<file path="src/rtl/fft_stage_sequencer.sv">
// fft_stage_sequencer: walks every stage/butterfly of an in-place radix-2 FFT and handshakes each with the datapath.
// Define FFT_SEQ_DIF_EN for decimation-in-frequency ordering; DIT ordering otherwise.
module fft_stage_sequencer #(
  parameter int LOG2N = 3
) (
  input  logic             clk,
  input  logic             rst,
  input  logic             start,
  input  logic             abort,
  output logic             bf_req,
  input  logic             bf_ack,
  input  logic             bf_done,
  output logic [LOG2N-1:0] addr_a,
  output logic [LOG2N-1:0] addr_b,
  output logic [LOG2N-2:0] tw_idx,
  output logic [2:0]       stage,
  output logic             busy,
  output logic             done
);
  typedef enum logic [2:0] {IDLE, ISSUE, WAIT, NEXT, DONE} state_t;
  state_t           state_q, state_d;
  logic [2:0]       s_q, s_d;
  logic [LOG2N-2:0] b_q, b_d;
  logic [LOG2N-1:0] bx, half, j, g, a;
  logic [LOG2N-2:0] tw;
  logic [3:0]       sh;
  logic             live;
  always_ff @(posedge clk) begin
    if (rst) begin
      state_q <= IDLE;
      s_q     <= '0;
      b_q     <= '0;
    end else begin
      state_q <= state_d;
      s_q     <= s_d;
      b_q     <= b_d;
    end
  end
  always_comb begin
    state_d = state_q;
    s_d     = s_q;
    b_d     = b_q;
    if (abort) begin
      state_d = IDLE;
      s_d     = '0;
      b_d     = '0;
    end else begin
      case (state_q)
        IDLE: if (start) begin
          state_d = ISSUE;
          s_d     = '0;
          b_d     = '0;
        end
        ISSUE: if (bf_ack) state_d = bf_done ? NEXT : WAIT;
        WAIT:  if (bf_done) state_d = NEXT;
        NEXT: begin
          if (b_q != '1) begin
            b_d     = b_q + (LOG2N-1)'(1);
            state_d = ISSUE;
          end else if (s_q != 3'(LOG2N-1)) begin
            s_d     = s_q + 3'd1;
            b_d     = '0;
            state_d = ISSUE;
          end else begin
            state_d = DONE;
          end
        end
        DONE: begin
          state_d = IDLE;
          s_d     = '0;
          b_d     = '0;
        end
        default: state_d = IDLE;
      endcase
    end
  end
  // Operand indices derive only from the s/b registers, so no input reaches an output.
  always_comb begin
    bx = {1'b0, b_q};
    sh = 4'(LOG2N-1) - {1'b0, s_q};
`ifdef FFT_SEQ_DIF_EN
    half = {1'b1, {(LOG2N-1){1'b0}}} >> s_q;
    j    = bx & (half - LOG2N'(1));
    g    = bx >> sh;
    a    = (g << (sh + 4'd1)) | j;
    tw   = (LOG2N-1)'(j << s_q);
`else
    half = LOG2N'(1) << s_q;
    j    = bx & (half - LOG2N'(1));
    g    = bx >> s_q;
    a    = (g << ({1'b0, s_q} + 4'd1)) | j;
    tw   = (LOG2N-1)'(j << sh);
`endif
    live   = state_q != IDLE;
    addr_a = live ? a : '0;
    addr_b = live ? a + half : '0;
    tw_idx = live ? tw : '0;
    stage  = s_q;
    bf_req = state_q == ISSUE;
    busy   = live;
    done   = state_q == DONE;
  end
endmodule

</file>
<file path="config.mk">
export PLATFORM = sky130hd
export DESIGN_NAME = fft_stage_sequencer
export DESIGN_NICKNAME = d
export VERILOG_FILES = /design/src/rtl/fft_stage_sequencer.sv
export SDC_FILE = /design/constraint.sdc
export NUM_CORES = 1
export LEC_CHECK = 0
export BUFFER_PORTS_ARGS = -buffer_cell sky130_fd_sc_hd__buf_2
export CAP_MARGIN = 20
export CORE_MARGIN = 2
export CORE_UTILIZATION = 45
export CTS_CLUSTER_SIZE = 10
export DETAILED_ROUTE_END_ITERATION = 7
export PLACE_DENSITY = 0.73
export SLEW_MARGIN = 20
export SYNTH_ARGS = -nofsm -noshare
export SYNTH_HDL_FRONTEND = slang
export SYNTH_SLANG_ARGS = --single-unit
</file>
<file path="constraint.sdc">
create_clock -name clk -period 2.07 [get_ports clk]
set_input_delay 0.207 -clock clk [delete_from_list [all_inputs] [get_ports clk]]
set_output_delay 0.207 -clock clk [all_outputs]
set_load 0.1 [all_outputs]
</file>
# [Yosys cells after proc, flatten, opt, wreduce, memory -nomap -nowiden]
# Cells that the tools add are included.
[word_totals] in_bits=6 word_cells=52 regBits=8
[op_classes] n_bitwise=2 eq_ne=12 n_reduce_logical=7 n_shift=4 addsub=6 muxes=18
[op_table] operator="2-to-1 mux 3 bit" n=10
[op_table] operator="case mux 3 bit (4 select lines)" n=1
[op_table] operator="inequality test 2 bit (second input constant)" n=5
[op_table] operator="case mux 3 bit (3 select lines)" n=1
[op_table] operator="2-to-1 mux 2 bit" n=4
[op_table] operator="equality test 3 x 2 -> 1 bit (second input constant)" n=2
[op_table] operator="case mux 2 bit (3 select lines)" n=1
[op_table] operator="AND reduction 3 bit" n=2
[op_table] operator="nonzero test 3 bit" n=2
[op_table] operator="adder 3 x 1 -> 4 bit (second input constant)" n=1
[op_table] operator="AND reduction 4 bit" n=1
[op_table] operator="left shift 3 x 4 -> 2 bit" n=1
[op_table] operator="left shift 3 x 4 -> 3 bit" n=1
[op_table] operator="subtractor 2 x 3 -> 4 bit (first input constant)" n=1
[op_table] operator="adder 3 x 1 -> 3 bit (second input constant)" n=1
[op_table] operator="adder 3 bit" n=1
[op_table] operator="AND 2 x 3 -> 3 bit" n=1
[op_table] operator="equality test 3 x 1 -> 1 bit (second input constant)" n=1
[op_table] operator="equality test 3 bit (second input constant)" n=1
[op_table] operator="logical NOT 3 bit" n=1
[op_table] operator="inequality test 3 x 2 -> 1 bit (second input constant)" n=1
[op_table] operator="inequality test 3 bit (second input constant)" n=1
[op_table] operator="OR 3 bit" n=1
[op_table] operator="left shift 1 x 3 -> 3 bit (first input constant)" n=1
[op_table] operator="other kinds (6)" n=6

# [Depth between registers and ports, before layout]
# Gate-level depths: netlist (run 1).
[logic_depth] word_depth=6 mapped_depth=10 mapped_depth_nobuf=10

# [Worst setup path before layout (run 1)]
# OpenSTA, ideal clock, no wires.
[synth_timing] path_kind="reg2out" startpoint="register s_q[0], in the netlist stage[0]" endpoint="output tw_idx[0]" path_buffers=0 slack_ns=-2.836 t_arrival_ns=4.699 stages_incl_launch_ff=6 path_cell_list="dfxtp_1 -> inv_1 -> ha_1 -> inv_1 -> nor2_1 -> nor4_1"
[synth_between] elab_chain_cells=5
[synth_lines] item="start, declared" line="22" source="logic [2:0] s_q, s_d;"
[synth_lines] item="start signal, assigned" line="31" source="s_q <= '0;"
[synth_lines] item="start signal, assigned" line="35" source="s_q <= s_d;"
[synth_lines] item="left shift 1 x 3 -> 3 bit" line="88" source="half = LOG2N'(1) << s_q;"
[synth_lines] item="subtractor 3 x 1 -> 3 bit" line="89" source="j = bx & (half - LOG2N'(1));"
[synth_lines] item="AND 2 x 3 -> 3 bit" line="89"
[synth_lines] item="left shift 3 x 4 -> 2 bit *" line="92" source="tw = (LOG2N-1)'(j << sh);"
[synth_lines] item="2-to-1 mux 2 bit *" line="97" source="tw_idx = live ? tw : '0;"
[synth_lines] item="end, declared" line="15" source="output logic [LOG2N-2:0] tw_idx,"
# Mark *: on every way between the ends. The rest lies on a longest branch, timed or not.

# [Worst setup path in the final report (run 1)]
[layout_timing] startpoint="register s_q[0], in the netlist stage[0]" endpoint="output addr_b[2]"
[layout_between] elab_chain_cells=6
[layout_lines] item="branches (longest 4 deep; another with adder 3 x 1 -> 4 bit)"
[layout_lines] item="adder 3 bit *" line="96" source="addr_b = live ? a + half : '0;"
[layout_lines] item="2-to-1 mux 3 bit *" line="96"
[layout_lines] item="end, declared" line="14" source="output logic [LOG2N-1:0] addr_b,"
# Mark *: on every way between the ends.

==> impl_results.md, run 1 <==
* Run status: finished, violations left
* Failing checks: negative setup slack
* Ys flop type: dfxtp_1
* Slew headroom at 67.8%
* Via total after detailed routing at 729
* Drt drc at 0
* Antenna cells at 0
* First-pass GRT wire length at 2620 µm
* Clock Skews at 7.45 ps
* FILL cells at 80
* Area contributors post-synth: dfxtp_1 (23%), ha_1 (11%), nand3_1 (4.9%), xnor2_1 (4.9%), nor2_1 (4.8%)
* Async SR Flop Fraction at 0%
* Gpl congestion at 0.898
* Post-synth EDFFs at 0
* Area growth, synth to finish at 68.3%
* Die extent in y at 43.7 µm
* Final wirelength at 1610 µm
* Max VDD drop at 326 µV
* Maximum clock frequency at 400 MHz
* Vias in the first global route at 636
* FF+latch area at 169 µm²
* Final hold vios at 0
* Largest net degree at the start of global routing at 10
* NumNets Final at 138
* Detailed-route vias per instance at 5.21
* FP Rows at 14
* Yosys warning total at 0
* Synth area leader: dfxtp_1
* Worst Setup Slack, final at -432 ps
* Initial antenna violation count at 0
* Period utilization at 121%
* Clock root buffer: clkbuf_4
* Mapped Cells at 87
* Crit-path max FO at 5
* Setup tns final at -1090 ps
* First-pass DRT Iterations at 4
* H-tree levels at 1
* Port bufs at 19
* Area of the multi-input gates at 618 µm²
* Synth cell types at 36
* Gr usage total at 18.0%
* CP Launch Type: register
* Req. time, crit path at 1860 ps
* Final total power at 0.351 mW
* Most common cell in the netlist: nor2_1
* Wire length per cell at 11.5 µm
* #FFs+latches synth at 8
* Fin. max-slew vios at 0
* Finish-stage setup viols at 4
* Top-area cell type share of the netlist area at 22.5%
* I/O pin cnt at 20
* Leakage at 0.547 nW
* Placeable Area at 0.00149 mm²
* Post-Syn Area at 711 µm²
* Min Tclk post-route at 2500 ps
* Worst Hold Class: input port to register
* Grt total ovfl at 0
* Mean Syn Cell Area at 8.17 µm²
* Starting DRC count in detailed routing at 14
* Max Buffers Root-to-Sink at 2
* Utilization after layout at 80.3%
* Initial Utilization at 47.7%
* Power Density at 293 mW/mm²
* TritonCTS Buffers at 3
* Commonest cells post-synth: nor2_1 (9), dfxtp_1 (8), nand3_1 (7)
* Worst Setup End Kind: primary output
* Final antenna-violating net count at 0
* Synthesized Nets at 100
* RSZ-0062 raised after global routing: true
* CTS sink count at 8
* Die Wd at 43.7 µm
* Worst Max-Slew Pin Slew at 487 ps
* Die area at 0.00191 mm²
* Max cap viols at 0
* Kind of critical path: register to primary output
* Hold slack at 284 ps
* Register area share after synthesis at 22.5%
* Clock Latency Late Sink at 260 ps
* CTS clk-pin slew, worst paths at 60 ps
* Dpl hpwl at 1290 µm
* Share of cells above drive strength 1 at 53.2%
* Arrival time at the worst endpoint at 2290 ps
* CTS tree: done
final timing paths:
path                              start                 endpoint  slack [ps]  depth (start not counted)
setup reg to reg  stage[0]$_SDFFE_PP0P_      b_q[0]$_SDFFE_PP0P_         430                          8
hold / removal                      rst  state_q[2]$_SDFFE_PP0P_         280                          4
hold reg to reg     b_q[1]$_SDFFE_PP0P_      b_q[1]$_SDFFE_PP0P_         560                          2
setup / recovery  stage[0]$_SDFFE_PP0P_                addr_b[2]        -430                         11
timing repair:
item | CTS | global route
hold buffers | 0 | 0
setup endpoints to repair | 4 | 5
pin swaps | 5 | 5
setup buffers | 1 | 2
gates resized for setup | 5 | 3
logic make-up after synthesis:
| group | synth area share (%) |
|---|---|
| xor+xnor | 4.93 |
| fa+ha+maj | 13.4 |
| mux | 3.17 |
| simple gates | 37.2 |
| compound gates | 13.6 |
| flops | 22.5 |
| buf+inv | 5.28 |
cell type report:
type	instances	area share, %
clock buffer	4	2.20
inverter	6	2.30
timing repair buffer	35	28.0
multi-input combinational	71	51.7
tap	16	1.67
sequential	8	14.1
state kept, by name, indices dropped and copies added (netlist names):
register	cells
stage	3
state_q	3
b_q	2
metrics by stage:
step	std cells	worst slack, ps	area [µm²]
2_1_floorplan	87	-613	798
3_3_place_gp	133	-152	1100
3_5_place_dp	133	-176	1100
4_1_cts	138	-399	1160
5_1_grt	140	-552	1200
6_report	140	-432	1200
power by group:
group          switching [mW]  internal (mW)  total [mW]  leakage, nW
clock network          0.0561         0.0739       0.130       0.0150
registers             0.00389          0.153       0.157       0.0668
logic                  0.0447         0.0193      0.0640        0.465
worst max-delay path, stage by stage, from the launching register on:
cell	delay, ps
dfxtp_4	370
inv_4	40
ha_4	260
nor4_4	40
nand3_1	90
o21ai_2	70
ha_2	190
fa_2	350
xnor2_2	150
xnor2_2	170
nor2_4	110
buf_12	180
cells in the final DEF, fill, tap and decap left out, types with 2 or more instances in the layout:
| cell type | synthesis | layout |
|---|---|---|
| and2_4 | 0 | 2 |
| buf_12 | 0 | 8 |
| buf_2 | 0 | 11 |
| buf_4 | 2 | 16 |
| clkbuf_4 | 0 | 3 |
| dfxtp_1 | 8 | 5 |
| dfxtp_4 | 0 | 2 |
| ha_1 | 6 | 4 |
| inv_1 | 5 | 3 |
| inv_4 | 0 | 2 |
| nand2_1 | 6 | 6 |
| nand3_1 | 7 | 7 |
| nand4_1 | 3 | 3 |
| nor2_1 | 9 | 7 |
| nor2_4 | 0 | 2 |
| nor3_1 | 4 | 3 |
| nor3_4 | 1 | 2 |
| nor4_4 | 0 | 2 |
| o21ai_1 | 4 | 4 |
| xnor2_1 | 4 | 2 |
| xnor2_2 | 0 | 2 |
per-layer routing:
layer	routed length (µm)	track usage, %	share of wire, %
met5	0	0	0
met4	22	7.27	1.4
met3	49	2.50	3.0
met2	831	30.0	52
met1	709	23.3	44
No activity file was read; power rests on OpenSTA's default activity.
==> inputs of run 2 (changes only) <==
- CORE_UTILIZATION: 45 -> 49
- PLACE_DENSITY: 0.73 -> 0.76
- clock period: 2.07 -> 3 ns (I/O delays scaled with it)
==> impl_results.md, run 2 (synthesis results as in run 1) <==
* Run status: finished clean
* Crit path from: stage[0]$_SDFFE_PP0P_
* Period utilization at 96.1%
* Gr usage total at 17.9%
* Clock Latency Late Sink at 270 ps
* Max cap viols at 0
* Arrival time at the worst endpoint at 2580 ps
* Worst Hold Class: input port to register
* First-pass GRT wire length at 2330 µm
* Hold path start: rst
* Worst Setup EP: addr_b[2]
* CTS Hold Bufs at 0
* R2R depth at 6
* Leakage at 0.447 nW
* Final hold vios at 0
* CTS sink count at 8
* FILL cells at 110
* Detailed-route vias per instance at 5.49
* Crit-path max FO at 9
* Kind of critical path: register to primary output
* Drt drc at 0
* Finish-stage setup viols at 0
* Antenna cells at 0
* Crit-path slowest cell: fa_1
* Max VDD drop at 283 µV
* TritonCTS Buffers at 3
* Reg2reg start: stage[0]$_SDFFE_PP0P_
* Clock Skews at 15.0 ps
* CTS clk-pin slew, worst paths at 60 ps
* Reg2reg end: state_q[0]$_SDFFE_PP0P_
* CP Launch Type: register
* Starting DRC count in detailed routing at 8
* Dpl hpwl at 1120 µm
* Wire length per cell at 12.4 µm
* CTS tree: done
* Reg2reg setup slack at 1410 ps
* Pre-CTS setup slack at 275 ps
* Port bufs at 19
* Final antenna-violating net count at 0
* Placeable Area at 0.00133 mm²
* Final wirelength at 1520 µm
* NumNets Final at 122
* Worst Setup End Kind: primary output
* Max Buffers Root-to-Sink at 2
* Highest-count cells in the layout ignoring fill and taps: buf_2 (17), nand3_1 (7), nor2_1 (7), nand2_1 (6)
* Via total after detailed routing at 675
* Maximum clock frequency at 347 MHz
* Final total power at 0.239 mW
* Largest net degree at the start of global routing at 10
* Area growth, synth to finish at 32.2%
* Grt total ovfl at 0
* I/O pin cnt at 20
* Gpl congestion at 0.725
* Commonest non-fill, non-tap cell in the layout: buf_2
* Die extent in y at 42.1 µm
* Die area at 0.00177 mm²
* Initial Utilization at 53.3%
* Slew headroom at 68.4%
* Clock root buffer: clkbuf_4
* First-pass DRT Iterations at 4
* CP peak stage delay at 410 ps
* Initial antenna violation count at 0
* Share of cells above drive strength 1 at 39.8%
* H-tree levels at 1
* CP Cell Sequence: inv_1 > ha_4 > nor4_4 > nand3_1 > o21ai_2 > ha_1 > fa_1 > xnor2_2 > xnor2_2 > nor2_4 > buf_12
* Worst Max-Slew Pin Slew at 472 ps
* Die Wd at 42.1 µm
* Worst Setup Slack, final at 118 ps
* Fin. max-slew vios at 0
* Most common cell on crit path: xnor2_2
* Vias in the first global route at 530
* Req. time, crit path at 2700 ps
* FP Rows at 13
* Min Tclk post-route at 2880 ps
* Power Density at 254 mW/mm²
==> run 2: cell type report <==
class	count	area, µm²	share of cell area, %
tap	15	18.8	2.00
sequential	8	169	18.0
clock buffer	4	26.3	2.80
inverter	6	22.5	2.40
timing repair buffer	19	113	12.0
multi-input combinational	71	591	62.8
==> run 2: how the worst min path moves through the flow <==
stage	slack, ps	end	depth (start not counted)
floorplan	490	b_q[1]$_SDFFE_PP0P_	2
global placement	500	stage[1]$_SDFFE_PP0P_	2
detailed placement	510	b_q[1]$_SDFFE_PP0P_	2
CTS	370	state_q[2]$_SDFFE_PP0P_	4
global route	400	state_q[2]$_SDFFE_PP0P_	4
finish	380	state_q[2]$_SDFFE_PP0P_	4
==> run 2: worst max-delay path, delay by kind of cell (launching register included) <==
kind,cells,cell delay [ps]
compound gates,1,70
xor+xnor,2,340
fa+ha+maj,3,920
buf+inv,2,300
flops,1,400
simple gates,3,280
==> run 2: per-stage QoR <==
stage	TNS [ps]	util (%)	hold slack [ps]	instance area (µm²)	instances
3_3_place_gp	0	65.4	499	872	119
2_1_floorplan	0	-	489	758	87
3_5_place_dp	0	65.4	512	872	119
4_1_cts	0	67.5	373	901	123
6_report	0	70.5	380	940	123
5_1_grt	-0.847	70.5	401	940	123
==> run 2: routing by layer <==
metal / part of all wire (%) / up-vias / track usage [%]
met5: 0 / - / 0
met4: 3.2 / 0 / 15.0
met3: 4.1 / 4 / 2.59
met2: 47 / 16 / 26.3
met1: 46 / 300 / 22.7
li1: - / 355 / -
==> run 2: what timing repair did <==
action | CTS | global route
setup endpoints to repair | 1 | 2
buffers inserted | 0 | 0
resized for setup | 1 | 6
==> run 2: power breakdown <==
part	leakage, nW	internal (mW)	switching (mW)
sequential	0.0668	0.105	0.00267
combinational	0.365	0.00872	0.0289
clock	0.0150	0.0512	0.0420
==> inputs of run 3 (changes only) <==
- RECOVER_POWER: default -> 25
==> impl_results.md, run 3 (synthesis results as in run 1) <==
* DP Cell Count at 119
* H-tree levels at 1
* Leakage at 0.433 nW
* Clock root buffer: clkbuf_4
* Reg2reg end: state_q[0]$_SDFFE_PP0P_
* Port bufs at 19
* Initial Utilization at 53.3%
* Die Wd at 42.1 µm
* Via total after detailed routing at 679
* Period utilization at 96.2%
* Detailed-route vias per instance at 5.52
* Clock Skews at 14.9 ps
* Grt total ovfl at 0
* Final hold vios at 0
* Reg2reg setup slack at 1410 ps
* Area growth, synth to finish at 31.7%
* Vias in the first global route at 530
* Crit path from: stage[0]$_SDFFE_PP0P_
* Worst Setup End Kind: primary output
* Final wirelength at 1520 µm
* Drt drc at 0
* CTS clk-pin slew, worst paths at 60 ps
* Worst Setup EP: addr_b[2]
* Kind of critical path: register to primary output
* R2R depth at 6
* CP Launch Type: register
* Hold slack at 380 ps
* Placeable Area at 0.00133 mm²
* Die area at 0.00177 mm²
* Crit-path max FO at 9
* Finish-stage setup viols at 0
* Share of cells above drive strength 1 at 37.0%
* Largest net degree at the start of global routing at 10
* CTS tree: done
* FP Rows at 13
* Starting DRC count in detailed routing at 8
* Highest-count cells in the layout ignoring fill and taps: buf_2 (14), nand3_1 (7), nor2_1 (7), nand2_1 (6)
* Final antenna-violating net count at 0
* FILL cells at 112
* Commonest non-fill, non-tap cell in the layout: buf_2
* First-pass GRT wire length at 2330 µm
* Maximum clock frequency at 347 MHz
* TritonCTS Buffers at 3
* I/O pin cnt at 20
* First-pass DRT Iterations at 4
* Min Tclk post-route at 2890 ps
* Die extent in y at 42.1 µm
* Run status: finished clean
* NumNets Final at 122
* Req. time, crit path at 2700 ps
* Gr usage total at 17.9%
* Worst Max-Slew Pin Slew at 1160 ps
* Initial antenna violation count at 0
* Wire length per cell at 12.3 µm
* Max cap viols at 0
* Worst Hold Class: input port to register
* Antenna cells at 0
* Fin. max-slew vios at 0
* Clock Latency Late Sink at 270 ps
* FF+latch area at 169 µm²
* Area of the multi-input gates at 591 µm²
* Pre-CTS setup slack at 275 ps
* CTS Hold Bufs at 0
* Arrival time at the worst endpoint at 2590 ps
* Max Buffers Root-to-Sink at 2
* Slew headroom at 23.1%
* Power Density at 255 mW/mm²
* Max VDD drop at 283 µV
* CTS sink count at 8
* Dpl hpwl at 1120 µm
* Gpl congestion at 0.725
* Worst Setup Slack, final at 114 ps
* Reg2reg start: stage[0]$_SDFFE_PP0P_
* Non-Filler Instances at 123
==> run 3: how the worst min path moves through the flow <==
stage,to,cells past startpoint,start
global route,state_q[2]$_SDFFE_PP0P_,4,rst
CTS,state_q[2]$_SDFFE_PP0P_,4,rst
floorplan,b_q[1]$_SDFFE_PP0P_,2,b_q[1]$_SDFFE_PP0P_
finish,state_q[2]$_SDFFE_PP0P_,4,rst
detailed placement,b_q[1]$_SDFFE_PP0P_,2,b_q[1]$_SDFFE_PP0P_
global placement,stage[1]$_SDFFE_PP0P_,2,stage[1]$_SDFFE_PP0P_
==> run 3: layout make-up <==
class,instances,share of cell area [%]
multi-input combinational,71,63.1
tap,15,2.01
clock buffer,4,2.81
sequential,8,18.0
timing repair buffer,19,11.6
inverter,6,2.41
==> run 3: where the power goes <==
part           leakage [nW]  switching [mW]  internal, mW  total, mW
registers            0.0668         0.00267         0.105      0.108
clock network        0.0150          0.0419        0.0512     0.0931
logic                 0.352          0.0289       0.00872     0.0376
total                 0.433          0.0735         0.165      0.239
==> run 3: timing repair <==
item                                    4_1_cts  5_1_grt
resized for setup                             1        6
endpoints found under the hold margin         0        0
setup buffers                                 0        0
endpoints found under the setup margin        1        2
==> run 3: metal layers <==
metal	track usage (%)	share of wire, %	wire length (µm)
met1	22.7	45	683
met2	26.3	47	711
met3	2.59	4.7	72
met4	15.0	3.2	49
met5	0	0	0
==> run 3: per-stage QoR <==
stage | power, mW | TNS [ps] | area (µm²) | util [%]
after floorplan | 0.141 | 0 | 758 | -
after global placement | 0.148 | 0 | 872 | 65.4
after detailed placement | 0.148 | 0 | 872 | 65.4
after CTS | 0.243 | 0 | 901 | 67.5
after global routing | 0.253 | -2.57 | 936 | 70.2
final | 0.239 | 0 | 936 | 70.2
==> run 3: worst max-delay path, cell delays in order, from the launching register on <==
cell and delay [ps]:
dfxtp_4 400, inv_1 120, ha_4 320, nor4_4 50, nand3_1 100, o21ai_2 70
ha_1 190, fa_1 410, xnor2_2 180, xnor2_2 160, nor2_4 130, buf_12 180
